### src/rtl/lsu_dccm_stbuf_if.sv
// Store-buffer bus bundle: LSU store/load side in, DCCM write port and status out.
// master = LSU/DCCM-facing driver, slave = the store buffer itself.
`ifndef RV_DCCM_BITS
`define RV_DCCM_BITS 16
`endif
`ifndef RV_DCCM_FDATA_WIDTH
`define RV_DCCM_FDATA_WIDTH 39
`endif

interface lsu_dccm_stbuf_if #(
    parameter int ADDR_W = `RV_DCCM_BITS,
    parameter int DATA_W = `RV_DCCM_FDATA_WIDTH
);
    logic              st_valid;
    logic [ADDR_W-1:0] st_addr;
    logic [DATA_W-1:0] st_data;
    logic              st_ready;
    logic              st_commit;
    logic              st_flush;
    logic              ld_rden;
    logic [ADDR_W-1:0] ld_addr;
    logic              fwd_hit;
    logic [DATA_W-1:0] fwd_data;
    logic              dccm_wren;
    logic [ADDR_W-1:0] dccm_wr_addr;
    logic [DATA_W-1:0] dccm_wr_data;
    logic              stbuf_empty;
    logic              stbuf_full;

    modport master (
        output st_valid, st_addr, st_data, st_commit, st_flush, ld_rden, ld_addr,
        input  st_ready, fwd_hit, fwd_data, dccm_wren, dccm_wr_addr, dccm_wr_data,
               stbuf_empty, stbuf_full
    );

    modport slave (
        input  st_valid, st_addr, st_data, st_commit, st_flush, ld_rden, ld_addr,
        output st_ready, fwd_hit, fwd_data, dccm_wren, dccm_wr_addr, dccm_wr_data,
               stbuf_empty, stbuf_full
    );
endinterface

### src/rtl/lsu_dccm_stbuf.sv
// DCCM store buffer: allocate at DC3, commit/flush at DC4, in-order drain when no load owns the port.
// Define RV_LSU_STBUF_FWD_EN to build store-to-load forwarding; otherwise fwd outputs are tied to 0.
`ifndef RV_DCCM_BITS
`define RV_DCCM_BITS 16
`endif
`ifndef RV_DCCM_FDATA_WIDTH
`define RV_DCCM_FDATA_WIDTH 39
`endif

module lsu_dccm_stbuf #(
    parameter int DEPTH  = 4,
    parameter int ADDR_W = `RV_DCCM_BITS,
    parameter int DATA_W = `RV_DCCM_FDATA_WIDTH
) (
    input  logic           clk,
    input  logic           rst_l,
    input  logic           lsu_freeze_dc3,
    lsu_dccm_stbuf_if.slave bus
);
    localparam int IW = $clog2(DEPTH);
    localparam int PW = IW + 1;

    typedef struct packed {
        logic [ADDR_W-1:0] addr;
        logic [DATA_W-1:0] data;
    } entry_t;

    entry_t [DEPTH-1:0] mem;
    logic [PW-1:0] rd_ptr, cmt_ptr, wr_ptr;
    logic [PW-1:0] rd_nxt, cmt_nxt, wr_nxt;
    logic [PW-1:0] cnt;
    logic          full, empty, alloc, commit, flush, drain;

    // Wrap bit makes wr-rd the exact occupancy, so full and empty never alias.
    assign cnt   = wr_ptr - rd_ptr;
    assign full  = (cnt == PW'(DEPTH));
    assign empty = (cnt == '0);

    assign alloc  = bus.st_valid & ~full & ~bus.st_flush & ~lsu_freeze_dc3;
    assign commit = bus.st_commit & ~lsu_freeze_dc3 & (cmt_ptr != wr_ptr);
    assign flush  = bus.st_flush & ~lsu_freeze_dc3;
    assign drain  = (rd_ptr != cmt_ptr) & ~bus.ld_rden & ~lsu_freeze_dc3;

    assign cmt_nxt = cmt_ptr + PW'(commit);
    assign wr_nxt  = flush ? cmt_nxt : wr_ptr + PW'(alloc);
    assign rd_nxt  = rd_ptr + PW'(drain);

    always_ff @(posedge clk or negedge rst_l) begin
        if (!rst_l) begin
            rd_ptr  <= '0;
            cmt_ptr <= '0;
            wr_ptr  <= '0;
            mem     <= '0;
        end else begin
            rd_ptr  <= rd_nxt;
            cmt_ptr <= cmt_nxt;
            wr_ptr  <= wr_nxt;
            if (alloc)
                mem[wr_ptr[IW-1:0]] <= '{addr: bus.st_addr, data: bus.st_data};
        end
    end

    assign bus.st_ready     = ~full;
    assign bus.stbuf_empty  = empty;
    assign bus.stbuf_full   = full;
    assign bus.dccm_wren    = drain;
    assign bus.dccm_wr_addr = empty ? '0 : mem[rd_ptr[IW-1:0]].addr;
    assign bus.dccm_wr_data = empty ? '0 : mem[rd_ptr[IW-1:0]].data;

`ifdef RV_LSU_STBUF_FWD_EN
    // Walk oldest to youngest so the last match left standing is the youngest.
    always_comb begin
        bus.fwd_hit  = 1'b0;
        bus.fwd_data = '0;
        for (int i = 0; i < DEPTH; i++) begin
            if ((PW'(i) < cnt) &&
                (mem[IW'(rd_ptr[IW-1:0] + IW'(i))].addr[ADDR_W-1:2] == bus.ld_addr[ADDR_W-1:2])) begin
                bus.fwd_hit  = 1'b1;
                bus.fwd_data = mem[IW'(rd_ptr[IW-1:0] + IW'(i))].data;
            end
        end
    end
`else
    assign bus.fwd_hit  = 1'b0;
    assign bus.fwd_data = '0;
`endif
endmodule

### src/flat_wrapper.sv
// flat-port wrapper written by rule: the top's interface ports become plain ports
module lsu_dccm_stbuf_flat 
#(
    parameter int DEPTH  = 4,
    parameter int ADDR_W = `RV_DCCM_BITS,
    parameter int DATA_W = `RV_DCCM_FDATA_WIDTH
)
  (clk, rst_l, lsu_freeze_dc3, bus_st_valid, bus_st_addr, bus_st_data, bus_st_commit, bus_st_flush, bus_ld_rden, bus_ld_addr, bus_st_ready, bus_fwd_hit, bus_fwd_data, bus_dccm_wren, bus_dccm_wr_addr, bus_dccm_wr_data, bus_stbuf_empty, bus_stbuf_full);
  lsu_dccm_stbuf_if #(.ADDR_W(ADDR_W), .DATA_W(DATA_W)) bus_i ();
  input  logic clk;
  input  logic rst_l;
  input  logic lsu_freeze_dc3;
  input wire logic [$bits(bus_i.st_valid)-1:0] bus_st_valid;
  input wire logic [$bits(bus_i.st_addr)-1:0] bus_st_addr;
  input wire logic [$bits(bus_i.st_data)-1:0] bus_st_data;
  input wire logic [$bits(bus_i.st_commit)-1:0] bus_st_commit;
  input wire logic [$bits(bus_i.st_flush)-1:0] bus_st_flush;
  input wire logic [$bits(bus_i.ld_rden)-1:0] bus_ld_rden;
  input wire logic [$bits(bus_i.ld_addr)-1:0] bus_ld_addr;
  output wire logic [$bits(bus_i.st_ready)-1:0] bus_st_ready;
  output wire logic [$bits(bus_i.fwd_hit)-1:0] bus_fwd_hit;
  output wire logic [$bits(bus_i.fwd_data)-1:0] bus_fwd_data;
  output wire logic [$bits(bus_i.dccm_wren)-1:0] bus_dccm_wren;
  output wire logic [$bits(bus_i.dccm_wr_addr)-1:0] bus_dccm_wr_addr;
  output wire logic [$bits(bus_i.dccm_wr_data)-1:0] bus_dccm_wr_data;
  output wire logic [$bits(bus_i.stbuf_empty)-1:0] bus_stbuf_empty;
  output wire logic [$bits(bus_i.stbuf_full)-1:0] bus_stbuf_full;
  assign bus_i.st_valid = bus_st_valid;
  assign bus_i.st_addr = bus_st_addr;
  assign bus_i.st_data = bus_st_data;
  assign bus_i.st_commit = bus_st_commit;
  assign bus_i.st_flush = bus_st_flush;
  assign bus_i.ld_rden = bus_ld_rden;
  assign bus_i.ld_addr = bus_ld_addr;
  assign bus_st_ready = bus_i.st_ready;
  assign bus_fwd_hit = bus_i.fwd_hit;
  assign bus_fwd_data = bus_i.fwd_data;
  assign bus_dccm_wren = bus_i.dccm_wren;
  assign bus_dccm_wr_addr = bus_i.dccm_wr_addr;
  assign bus_dccm_wr_data = bus_i.dccm_wr_data;
  assign bus_stbuf_empty = bus_i.stbuf_empty;
  assign bus_stbuf_full = bus_i.stbuf_full;
  lsu_dccm_stbuf #(.DEPTH(DEPTH), .ADDR_W(ADDR_W), .DATA_W(DATA_W)) u_core (.clk(clk), .rst_l(rst_l), .lsu_freeze_dc3(lsu_freeze_dc3), .bus(bus_i));
endmodule
### config.mk
export PLATFORM = sky130hd
export DESIGN_NAME = lsu_dccm_stbuf_flat
export DESIGN_NICKNAME = d
export VERILOG_FILES = /design/src/rtl/lsu_dccm_stbuf_if.sv /design/src/rtl/lsu_dccm_stbuf.sv /design/src/flat_wrapper.sv
export SDC_FILE = /design/constraint.sdc
export NUM_CORES = 1
export LEC_CHECK = 0
export ABC_AREA = 1
export CAP_MARGIN = 5
export CORE_UTILIZATION = 50
export CTS_BUF_LIST = sky130_fd_sc_hd__clkbuf_2
export CTS_CLUSTER_SIZE = 10
export DETAILED_ROUTE_END_ITERATION = 6
export GPL_TIMING_DRIVEN = 0
export PLACE_DENSITY = 0.83
export SLEW_MARGIN = 20
export SYNTH_ARGS = -nofsm -noshare
export SYNTH_HDL_FRONTEND = slang
export SYNTH_SLANG_ARGS = --single-unit
### constraint.sdc
create_clock -name clk -period 3.58 [get_ports clk]
set_clock_uncertainty 0.05 [all_clocks]
set_input_delay 0.358 -clock clk [delete_from_list [all_inputs] [get_ports clk]]
set_output_delay 0.358 -clock clk [all_outputs]
set_load 0.01 [all_outputs]
==> results of run 1 <==
==> synthesized netlist by cell type (2+ instances only) <==
cell / number / area [um^2]
nand2_1: 479 / 1798
dfrtp_1: 229 / 5731
nand4_1: 220 / 1376
nor2_1: 115 / 431.7
o21ai_0: 111 / 555.5
inv_1: 71 / 266.5
buf_2: 56 / 280.3
o22ai_1: 55 / 344.1
buf_4: 46 / 345.3
clkbuf_1: 40 / 150.1
nand2_2: 40 / 250.2
buf_6: 25 / 281.5
ha_1: 8 / 100.1
xnor2_1: 7 / 61.31
buf_8: 5 / 75.07
buf_1: 3 / 11.26
nand3_4: 3 / 52.55
nand3_1: 2 / 10.01
nand3_2: 2 / 20.02
xor2_1: 2 / 17.52
==> path summary, 6_finish.rpt <==
check / start / endpoint / slack, ns / cells past startpoint
worst max-delay path: u_core.rd_ptr[1]$_DFF_PN0_ / bus_dccm_wr_data[34] / 0.09 / 13
worst min register to register: u_core.mem[81]$_DFFE_PN0P_ / u_core.mem[81]$_DFFE_PN0P_ / 0.42 / 2
max in group asynchronous: rst_l / u_core.mem[217]$_DFFE_PN0P_ / 2.74 / 4
min in group clk: bus_st_data[23] / u_core.mem[188]$_DFFE_PN0P_ / 0.08 / 3
worst max register to register: u_core.rd_ptr[1]$_DFF_PN0_ / u_core.wr_ptr[2]$_DFF_PN0_ / 1.17 / 13
worst min-delay path: rst_l / u_core.mem[186]$_DFFE_PN0P_ / 0.03 / 3
==> cells by family after synthesis <==
group / count (synthesis) / synth area share
AND/OR/NAND/NOR: 863 / 0.3247
buffers and inverters: 247 / 0.1160
flip-flops: 229 / 0.4701
AO/OA/AOI/OAI: 167 / 0.07421
XOR/XNOR: 9 / 0.006467
adder cells (fa/ha/maj): 8 / 0.008212
other: 1 / 0.0003076
==> power groups by stage <==
stage | logic [mW] | registers [mW] | clock network, mW
after detailed placement | 8.54 | 4.55 | 0
after CTS | 8.36 | 4.52 | 1.86
after floorplan | 5.22 | 4.37 | 0
after global routing | 9.35 | 4.67 | 2.00
final | 8.57 | 4.55 | 1.87
after global placement | 8.33 | 4.51 | 0
==> worst max-delay path: cells and delay by family (launching register included) <==
kind,cells,cell delay (ns)
AND/OR/NAND/NOR,4,0.39
flip-flops,1,0.42
buffers and inverters,7,1.03
AO/OA/AOI/OAI,1,0.14
adder cells (fa/ha/maj),1,0.22
==> stage by stage <==
step,utilization,total power [mW],instance area [um^2]
finish,0.6215,14.99,14720
global route,0.6215,16.03,14720
CTS,0.6201,14.74,14690
detailed placement,0.5921,13.09,14020
global placement,0.5884,12.84,13940
floorplan,-,9.586,12340
==> per-layer routing <==
metal  wire, um  vias to the layer above  track usage
li1           -                     5526            -
met1      14430                     5608       0.4013
met2      17370                      862       0.4862
met3       4834                      124      0.07583
met4       1220                        0       0.1401
met5          0                        -            0
==> flip-flops by register name (all words and copies together) (netlist names) <==
name	flops
u_core.cmt_ptr	3
u_core.mem	220
u_core.rd_ptr	3
u_core.wr_ptr	3
==> final cells by class <==
| class | instances | area, um^2 |
|---|---|---|
| Antenna cell | 1 | 2.502 |
| Buffer | 173 | 1212 |
| Clock buffer | 94 | 470.5 |
| Clock inverter | 9 | 63.81 |
| Fill cell | 2118 | 8964 |
| Inverter | 72 | 274.0 |
| Multi-Input combinational cell | 1087 | 5226 |
| Sequential cell | 229 | 5732 |
| Tap cell | 319 | 399.1 |
| Timing Repair Buffer | 134 | 1339 |
==> repair_timing <==
action,in CTS,in global routing
pin swaps,1,1
hold buffers,2,0
resized for setup,82,19
gates cloned,1,0
setup endpoints to repair,58,39
buffers inserted,7,1
hold endpoints to repair,108,0
==> run metrics, run 1 <==
status complete, but fails checks; failing checks design-rule violations; effective utilization at floorplan 0.5147; FP Rows between 50 and 60; critical path peak fanout 10; power share of the combinational group 0.572; Worst Setup End Kind output pin; Net Sw Frac 0.4766; Slew headroom 0.4857; P_sw 7.144 mW; fmax 0.2865 GHz; largest net degree at the start of global routing 90; initial antenna violation count 1; commonest non-fill, non-tap cell in the layout nand2_1; Worst VDD drop 0.4894 mV; Starting DRT DRC Count between 1500 and 2000; non-filler cells, final 2118; hpwl dp 25.48 mm; final setup fails 0; startpoint types register; placed cell count 2005; total negative slack 0 ns; mapped cell area 12190 um^2; worst skew pair latency 0.89 ns; pwr/cell area slightly above 1000 nW/um^2; internal power around 7.8 mW; GRT overflow 0; Post-synth EDFFs 0; CP arrival a little over 3 ns; CP Data Required Time 3.17 ns; Post-Place Setup Slack -0.3445 ns; Fin. Hold Viols 0; synth unique cells 25; crit-path most repeated cell buf_8; Final Wtd Congestion 0.9201; die area 25010 um^2; remaining routing DRC violations 1; Tot GR Track Use 0.3087; final worst path period share 0.9751; DR vias/cell 5.722; count of pins over their slew limit 0; register area share after synthesis 0.4701; Antenna Violating Nets Remaining 0; WL final 37.86 mm; first-pass GRT wire length slightly below 60 mm; # IOs 177; final net count 1843; most frequent cells in the layout nand2_1 (472), dfrtp_1 (228), nand4_1 (220), nor2_1 (115), o21ai_0 (111); Slew @ Worst Pin 0.7715 ns; Avg WL per Cell 17.87 um; port bufs 120; DR vias 12120; Vert. Die Dim 158.1 um; area delta synth->final 20.76%; Worst Hold Class in -> async; share of layout cells above drive strength 1 0.1719; CTS root buf clkbuf_2; Seq pwr share 0.304; number of global-route vias before repair 11730; Slowest cell on crit path dfrtp_2; first drt pass iteration count 7; clk buf depth 3; min cycle time layout ~3.5 ns; CTS tree yes; CTS Sinks roughly 230; worst setup margin between 0.08 and 0.09 ns; Static Leak 8.036 nW; crit-path cells clkinvlp_4 -> buf_8 -> ha_4 -> a21oi_1 -> nand2_1 -> nand2_2 -> nand2_4 -> buf_8 -> buf_4 -> buf_8 -> nand2_2 -> inv_1 -> dlygate4sd2_1; Mapped Cells 1524; core area 23680 um^2; FF+latch count, synth between 200 and 250; ys flop type dfrtp_1; Max Cap Viol 0; WS Path Type reg -> out; Slowest Stage Delay on Critical Path 0.42 ns; Die Width approximately 160 um; Avg Inst Size Synth 7.998 um^2; Clock Power Share 0.124; Num CTS Buffers 60; async set or reset register ratio after synthesis 1.000; yosys warns 0; clk slew on worst S/H paths about 0.10 ns; unrepaired setup endpoints after global routing yes; H-Tree Depth 2; hold_ws 0.03065 ns
No activity file was read; power rests on OpenSTA's default activity.
==> inputs of run 2 (changes only) <==
- CORE_ASPECT_RATIO: unset -> 0.5
- HOLD_SLACK_MARGIN: unset -> 0.05
==> run 2 against run 1 <==
  * The flow now finishes without violations
  * Sequential cell count unchanged
  * Worst setup slack better by 0.013 ns
  * Power fell by 2.3%
  * Wire length grew 0.23%
  * Via count is 0.14% higher
  * Critical path type unchanged
  * Critical endpoint is now bus_st_ready
  * Clock power down 12%
  * Non-clock buffer count is 4 lower
==> run metrics, run 2 (synthesized netlist as in run 1, its figures left out) <==
internal power 7.529 mW (-4.0%); Slowest cell on crit path clkdlybuf4s50_1; WL final 37.95 mm (+0.23%); number of global-route vias before repair 11310 (-3.6%); Slowest Stage Delay on Critical Path 0.58 ns (+0.16 ns); Clock Power Share 0.112 (-0.012); DR vias/cell 5.818 (+1.7%); CTS Sinks 229 (unchanged); H-Tree Depth 2 (unchanged); largest net degree at the start of global routing 84 (-6.7%); most frequent cells in the layout nand2_1 (477), dfrtp_1 (228), nand4_1 (220), nor2_1 (115), o21ai_0 (111); power share of the combinational group 0.577 (+0.005); Final Wtd Congestion 0.8918 (-3.1%); Min-Delay Startpoint bus_st_data[26]; area delta synth->final 19.19%; startpoint types register; Seq pwr share 0.311 (+0.007); critical path peak fanout 19 (+9); WS Path Type reg -> out; effective utilization at floorplan 0.5215 (+0.006805); fmax 0.2875 GHz (+0.38%); remaining routing DRC violations 0 (-1); Max Cap Viol 0 (unchanged); Static Leak 7.901 nW (-1.7%); CP Data Required Time 3.17 ns (about the same); crit path from u_core.rd_ptr[1]$_DFF_PN0_; Buf/Inv on CP 4 (-3); Slew headroom 0.4882 (+0.002521); unrepaired setup endpoints after global routing no; FP Rows 39 (-30%); Worst Hold Class in -> reg; hpwl dp 25.41 mm (-0.29%); first-pass GRT wire length 60.70 mm (+1.7%); Crit path max-delay family buffers and inverters; first drt pass iteration count 6 (-1); CTS root buf clkbuf_2; Antenna Violating Nets Remaining 0 (unchanged); power consumption 14.65 mW (-2.3%); register area 5732 um^2 (unchanged); FF-to-FF Start u_core.rd_ptr[1]$_DFF_PN0_; GRT overflow 0 (unchanged); Largest register FFs 220 (unchanged); Slew @ Worst Pin 0.7677 ns (-0.003781 ns); clk slew on worst S/H paths 0.12 ns (+0.02 ns); Tot GR Track Use 0.3062 (-0.002495); pwr/cell area 1008 nW/um^2 (-1.0%); clk buf depth 3 (unchanged); area occupied by multi-input gates 5213 um^2 (-0.26%); final setup fails 0 (unchanged); placed cell count 1992 (-0.65%); final net count 1832 (-0.60%); Net Sw Frac 0.4859 (+0.009310); P_sw 7.116 mW (-0.40%); initial antenna violation count 1 (unchanged); Starting DRT DRC Count 1712 (+6.9%); worst skew pair latency 0.86 ns (-0.03 ns); Die Width 222.8 um (+41%); CTS tree yes; Vert. Die Dim 112.4 um (-29%); # IOs 177 (unchanged); Worst VDD drop 0.4783 mV (-2.3%); Fin. Hold Viols 0 (unchanged); Num CTS Buffers 53 (-12%); share of layout cells above drive strength 1 0.1547 (-0.01719); CP arrival 3.07 ns (about the same); non-filler cells, final 2086 (-1.5%); DR vias 12140 (+0.14%); die area 25050 um^2 (+0.15%); crit-path cells clkinvlp_4 -> clkbuf_16 -> ha_4 -> a21oi_2 -> nand2_1 -> nand3_2 -> buf_6 -> clkdlybuf4s50_1; final worst path period share 0.9714 (-0.003684); Biggest register u_core.mem; Avg WL per Cell 18.19 um (+1.8%); Worst Setup End Kind output pin; core area 23370 um^2 (-1.3%); Filler Cells Inserted 1994 (-5.9%); count of pins over their slew limit 0 (unchanged); commonest non-fill, non-tap cell in the layout nand2_1; min cycle time layout 3.478 ns (-0.01319 ns); port bufs 120 (unchanged); status finished, final reports clean
-- run 2: layout make-up --
cell class,instances,share of cell area
sequential,229,0.3945
multi-input combinational,1087,0.3588
timing repair buffer,130,0.08784
buffer,173,0.08457
tap,307,0.02644
clock buffer,73,0.02515
inverter,72,0.01886
clock inverter,14,0.003703
antenna,1,0.0001722
-- run 2: worst paths after layout --
path	slack, ns	cells after the start	end
worst max-delay path	0.10	8	bus_st_ready
worst min-delay path	0.10	3	u_core.mem[81]$_DFFE_PN0P_
worst max register to register	1.09	13	u_core.wr_ptr[2]$_DFF_PN0_
worst min register to register	0.43	2	u_core.mem[97]$_DFFE_PN0P_
max in group asynchronous	2.37	4	u_core.mem[162]$_DFFE_PN0P_
min in group asynchronous	0.40	3	u_core.mem[148]$_DFFE_PN0P_
-- run 2: timing repair --
action,CTS,global route
setup endpoints to repair,58,47
pin swaps,0,1
hold buffers,3,0
endpoints found under the hold margin,229,0
buffers inserted,5,0
gates resized for setup,86,5
-- run 2: power groups by stage --
stage	combinational, mW	sequential (mW)	clock, mW
3_3_place_gp	8.40	4.52	0
4_1_cts	8.27	4.51	1.62
2_1_floorplan	5.22	4.37	0
6_report	8.44	4.56	1.64
5_1_grt	9.20	4.68	1.74
3_5_place_dp	8.55	4.55	0
-- run 2: metal layers --
metal  up-vias  global-route usage  part of all wire
met5         -                   0                 0
met4         0             0.09379             0.026
met3       112             0.06990              0.12
met2       814              0.4733              0.44
met1      5721              0.4308              0.41
li1       5490                   -                 -
-- run 2: worst register-to-register path: stages (launching register included) --
cell,delay [ns]
dfrtp_2,0.41
clkinvlp_4,0.17
clkbuf_16,0.21
ha_4,0.23
a21oi_2,0.16
nand2_1,0.11
nand3_2,0.10
buf_6,0.25
nand2_1,0.08
inv_1,0.08
ha_1,0.15
ha_1,0.16
xnor2_1,0.12
o21ai_0,0.09
-- run 2: metrics by stage --
| stage | cell area, um^2 | utilization | worst slack, ns | hold WS (ns) | TNS, ns |
|---|---|---|---|---|---|
| after floorplan | 12340 | - | 0.9504 | 0.01241 | 0 |
| after CTS | 14510 | 0.6206 | 0.02994 | 0.07720 | 0 |
| after detailed placement | 13980 | 0.5981 | -0.4885 | 0.3303 | -19.41 |
| after global routing | 14530 | 0.6216 | 0.003023 | 0.07975 | 0 |
| final | 14530 | 0.6216 | 0.1022 | 0.1038 | 0 |
| after global placement | 13920 | 0.5956 | -7.680 | 0.3975 | -1769.27 |
==> inputs of run 3 (changes only) <==
- MAX_ROUTING_LAYER: unset -> met4
==> run 3 against run 2 <==
  * Sequential power about the same
  * Non-clock buffer count unchanged
  * Clock power about the same
  * Maximum frequency decreased by 0.19%
  * Via count decreased by 0.86%
  * Largest cell class unchanged
  * Largest power group unchanged
  * Highest routed layer unchanged
==> run metrics, run 3 (synthesized netlist as in run 1, its figures left out) <==
status finished, final reports clean; hpwl dp 25.41 mm (unchanged); Vert. Die Dim 112.4 um (unchanged); DR vias 12030 (-0.86%); Worst Setup End Kind output pin; CTS Sinks 229 (unchanged); Worst Hold Class in -> reg; first-pass GRT wire length 60.74 mm (about the same); Static Leak 7.901 nW (about the same); most frequent cells in the layout nand2_1 (477), dfrtp_1 (228), nand4_1 (220), nor2_1 (115), o21ai_0 (111); clk slew on worst S/H paths 0.11 ns (about the same); count of pins over their slew limit 0 (unchanged); WL final 37.81 mm (-0.37%); Antenna Violating Nets Remaining 0 (unchanged); CTS tree yes; final worst path period share 0.9733 (+0.001841); FP Rows 39 (unchanged); critical path peak fanout 19 (unchanged); commonest non-fill, non-tap cell in the layout nand2_1; Crit path max-delay family buffers and inverters; reg-to-reg setup timing slack 1.09 ns (about the same); Fin. Hold Viols 0 (unchanged); Slowest Stage Delay on Critical Path 0.58 ns (about the same); fmax 0.2870 GHz (-0.19%); min cycle time layout 3.484 ns (+0.006590 ns); final setup fails 0 (unchanged); CP Data Required Time 3.17 ns (about the same); DR vias/cell 5.766 (-0.90%); startpoint types register; Slew headroom 0.5056 (+0.01738); CP arrival 3.08 ns (about the same); hold_ws 0.08814 ns (-0.01568 ns); largest net degree at the start of global routing 84 (unchanged); power consumption 14.62 mW (-0.17%); crit-path cells clkinvlp_4 -> clkbuf_16 -> ha_4 -> a21oi_2 -> nand2_1 -> nand3_2 -> buf_6 -> clkdlybuf4s50_1; pwr/cell area 1006 nW/um^2 (-0.19%); effective utilization at floorplan 0.5215 (unchanged); core area 23370 um^2 (unchanged); share of layout cells above drive strength 1 0.1547 (unchanged); CTS root buf clkbuf_2; Largest register FFs 220 (unchanged); remaining routing DRC violations 0 (unchanged); total negative slack 0 ns (unchanged); Filler Cells Inserted 1994 (unchanged); r2r endpoint u_core.wr_ptr[2]$_DFF_PN0_; number of global-route vias before repair 11310 (-0.0088%); Biggest register u_core.mem; Post-Place Setup Slack -0.4885 ns (unchanged); Final Wtd Congestion 0.9068 (+1.7%); # IOs 177 (unchanged); Worst VDD drop 0.4753 mV (-0.62%); H-Tree Depth 2 (unchanged); final net count 1832 (unchanged); WHS Endpoint u_core.mem[82]$_DFFE_PN0P_; Buf/Inv on CP 4 (unchanged); post-layout util 0.6217 (about the same); WS Path Type reg -> out; Hold Path Stages 3 (unchanged); worst skew pair latency 0.87 ns (about the same); Slew @ Worst Pin 0.7416 ns (-0.02607 ns); port bufs 120 (unchanged); Tot GR Track Use 0.3162 (+0.009959); FF-to-FF Start u_core.rd_ptr[1]$_DFF_PN0_; Avg WL per Cell 18.12 um (-0.42%); die area 25050 um^2 (unchanged); Num CTS Buffers 53 (unchanged); Starting DRT DRC Count 1649 (-3.7%); Slowest cell on crit path clkdlybuf4s50_1; worst setup margin 0.09566 ns (-0.006590 ns); reg2reg path depth 13 (unchanged); clk buf depth 3 (unchanged); Max Cap Viol 0 (unchanged); first drt pass iteration count 6 (unchanged); area delta synth->final 19.22% (about the same); initial antenna violation count 2 (+1); GRT overflow 0 (unchanged); Die Width 222.8 um (unchanged); Min-Delay Startpoint bus_st_data[27]
[run 3: cell types whose count changed in the layout (fill, tap and decap cells not counted)]
cell | before | now
diode_2 | 1 | 2
[run 3: final cells by class]
cell class | instances | area (um^2) | share of cell area
sequential | 229 | 5732 | 0.3944
antenna | 2 | 5.005 | 0.0003444
clock buffer | 73 | 365.4 | 0.02514
buffer | 173 | 1229 | 0.08455
inverter | 72 | 274.0 | 0.01886
multi-input combinational | 1087 | 5213 | 0.3587
clock inverter | 14 | 53.80 | 0.003702
timing repair buffer | 130 | 1276 | 0.08782
tap | 307 | 384.1 | 0.02643
[run 3: worst max-delay path by stage]
stage	start	to	slack (ns)	depth (start not counted)
6_report	u_core.rd_ptr[1]$_DFF_PN0_	bus_st_ready	0.1	8
4_1_cts	u_core.rd_ptr[1]$_DFF_PN0_	bus_dccm_wr_addr[12]	0.03	12
5_1_grt	u_core.rd_ptr[1]$_DFF_PN0_	bus_dccm_wr_data[17]	-0.01	8
2_1_floorplan	u_core.rd_ptr[1]$_DFF_PN0_	u_core.wr_ptr[2]$_DFF_PN0_	0.95	16
3_3_place_gp	rst_l	u_core.mem[13]$_DFFE_PN0P_	-7.68	1
3_5_place_dp	u_core.rd_ptr[1]$_DFF_PN0_	bus_dccm_wr_addr[12]	-0.49	14
[run 3: stage by stage]
step / instance area [um^2] / instances
after floorplan: 12340 / 1563
after CTS: 14510 / 2085
after detailed placement: 13980 / 1992
final: 14530 / 2087
after global routing: 14530 / 2087
after global placement: 13920 / 1990
[run 3: worst register-to-register path: cells and delay by family (launching register included)]
kind / cells / cell delay [ns]
adder cells (fa/ha/maj): 3 / 0.54
XOR/XNOR: 1 / 0.12
AND/OR/NAND/NOR: 3 / 0.29
flip-flops: 1 / 0.41
buffers and inverters: 4 / 0.71
AO/OA/AOI/OAI: 2 / 0.25
[run 3: power by group]
group / leakage [nW] / switching (mW) / internal, mW
Sequential: 2.93 / 0.758 / 3.79
Clock: 0.330 / 1.10 / 0.542
Combinational: 4.64 / 5.24 / 3.19
Total: 7.90 / 7.09 / 7.53
[run 3: repair_timing]
item	CTS	global route
hold buffers	3	0
setup endpoints to repair	58	47
hold endpoints to repair	229	0
setup buffers	5	0
pin swaps	0	1
gates cloned	0	0
gates resized for setup	86	5
[run 3: routing by layer]
metal / routed length [um] / part of all wire / up-vias / global-route usage
met5: 0 / 0 / - / -
met4: 915 / 0.024 / 0 / 0.09425
met3: 5039 / 0.13 / 97 / 0.06937
met2: 16800 / 0.44 / 864 / 0.4738
met1: 15060 / 0.40 / 5573 / 0.4313
li1: - / - / 5499 / -
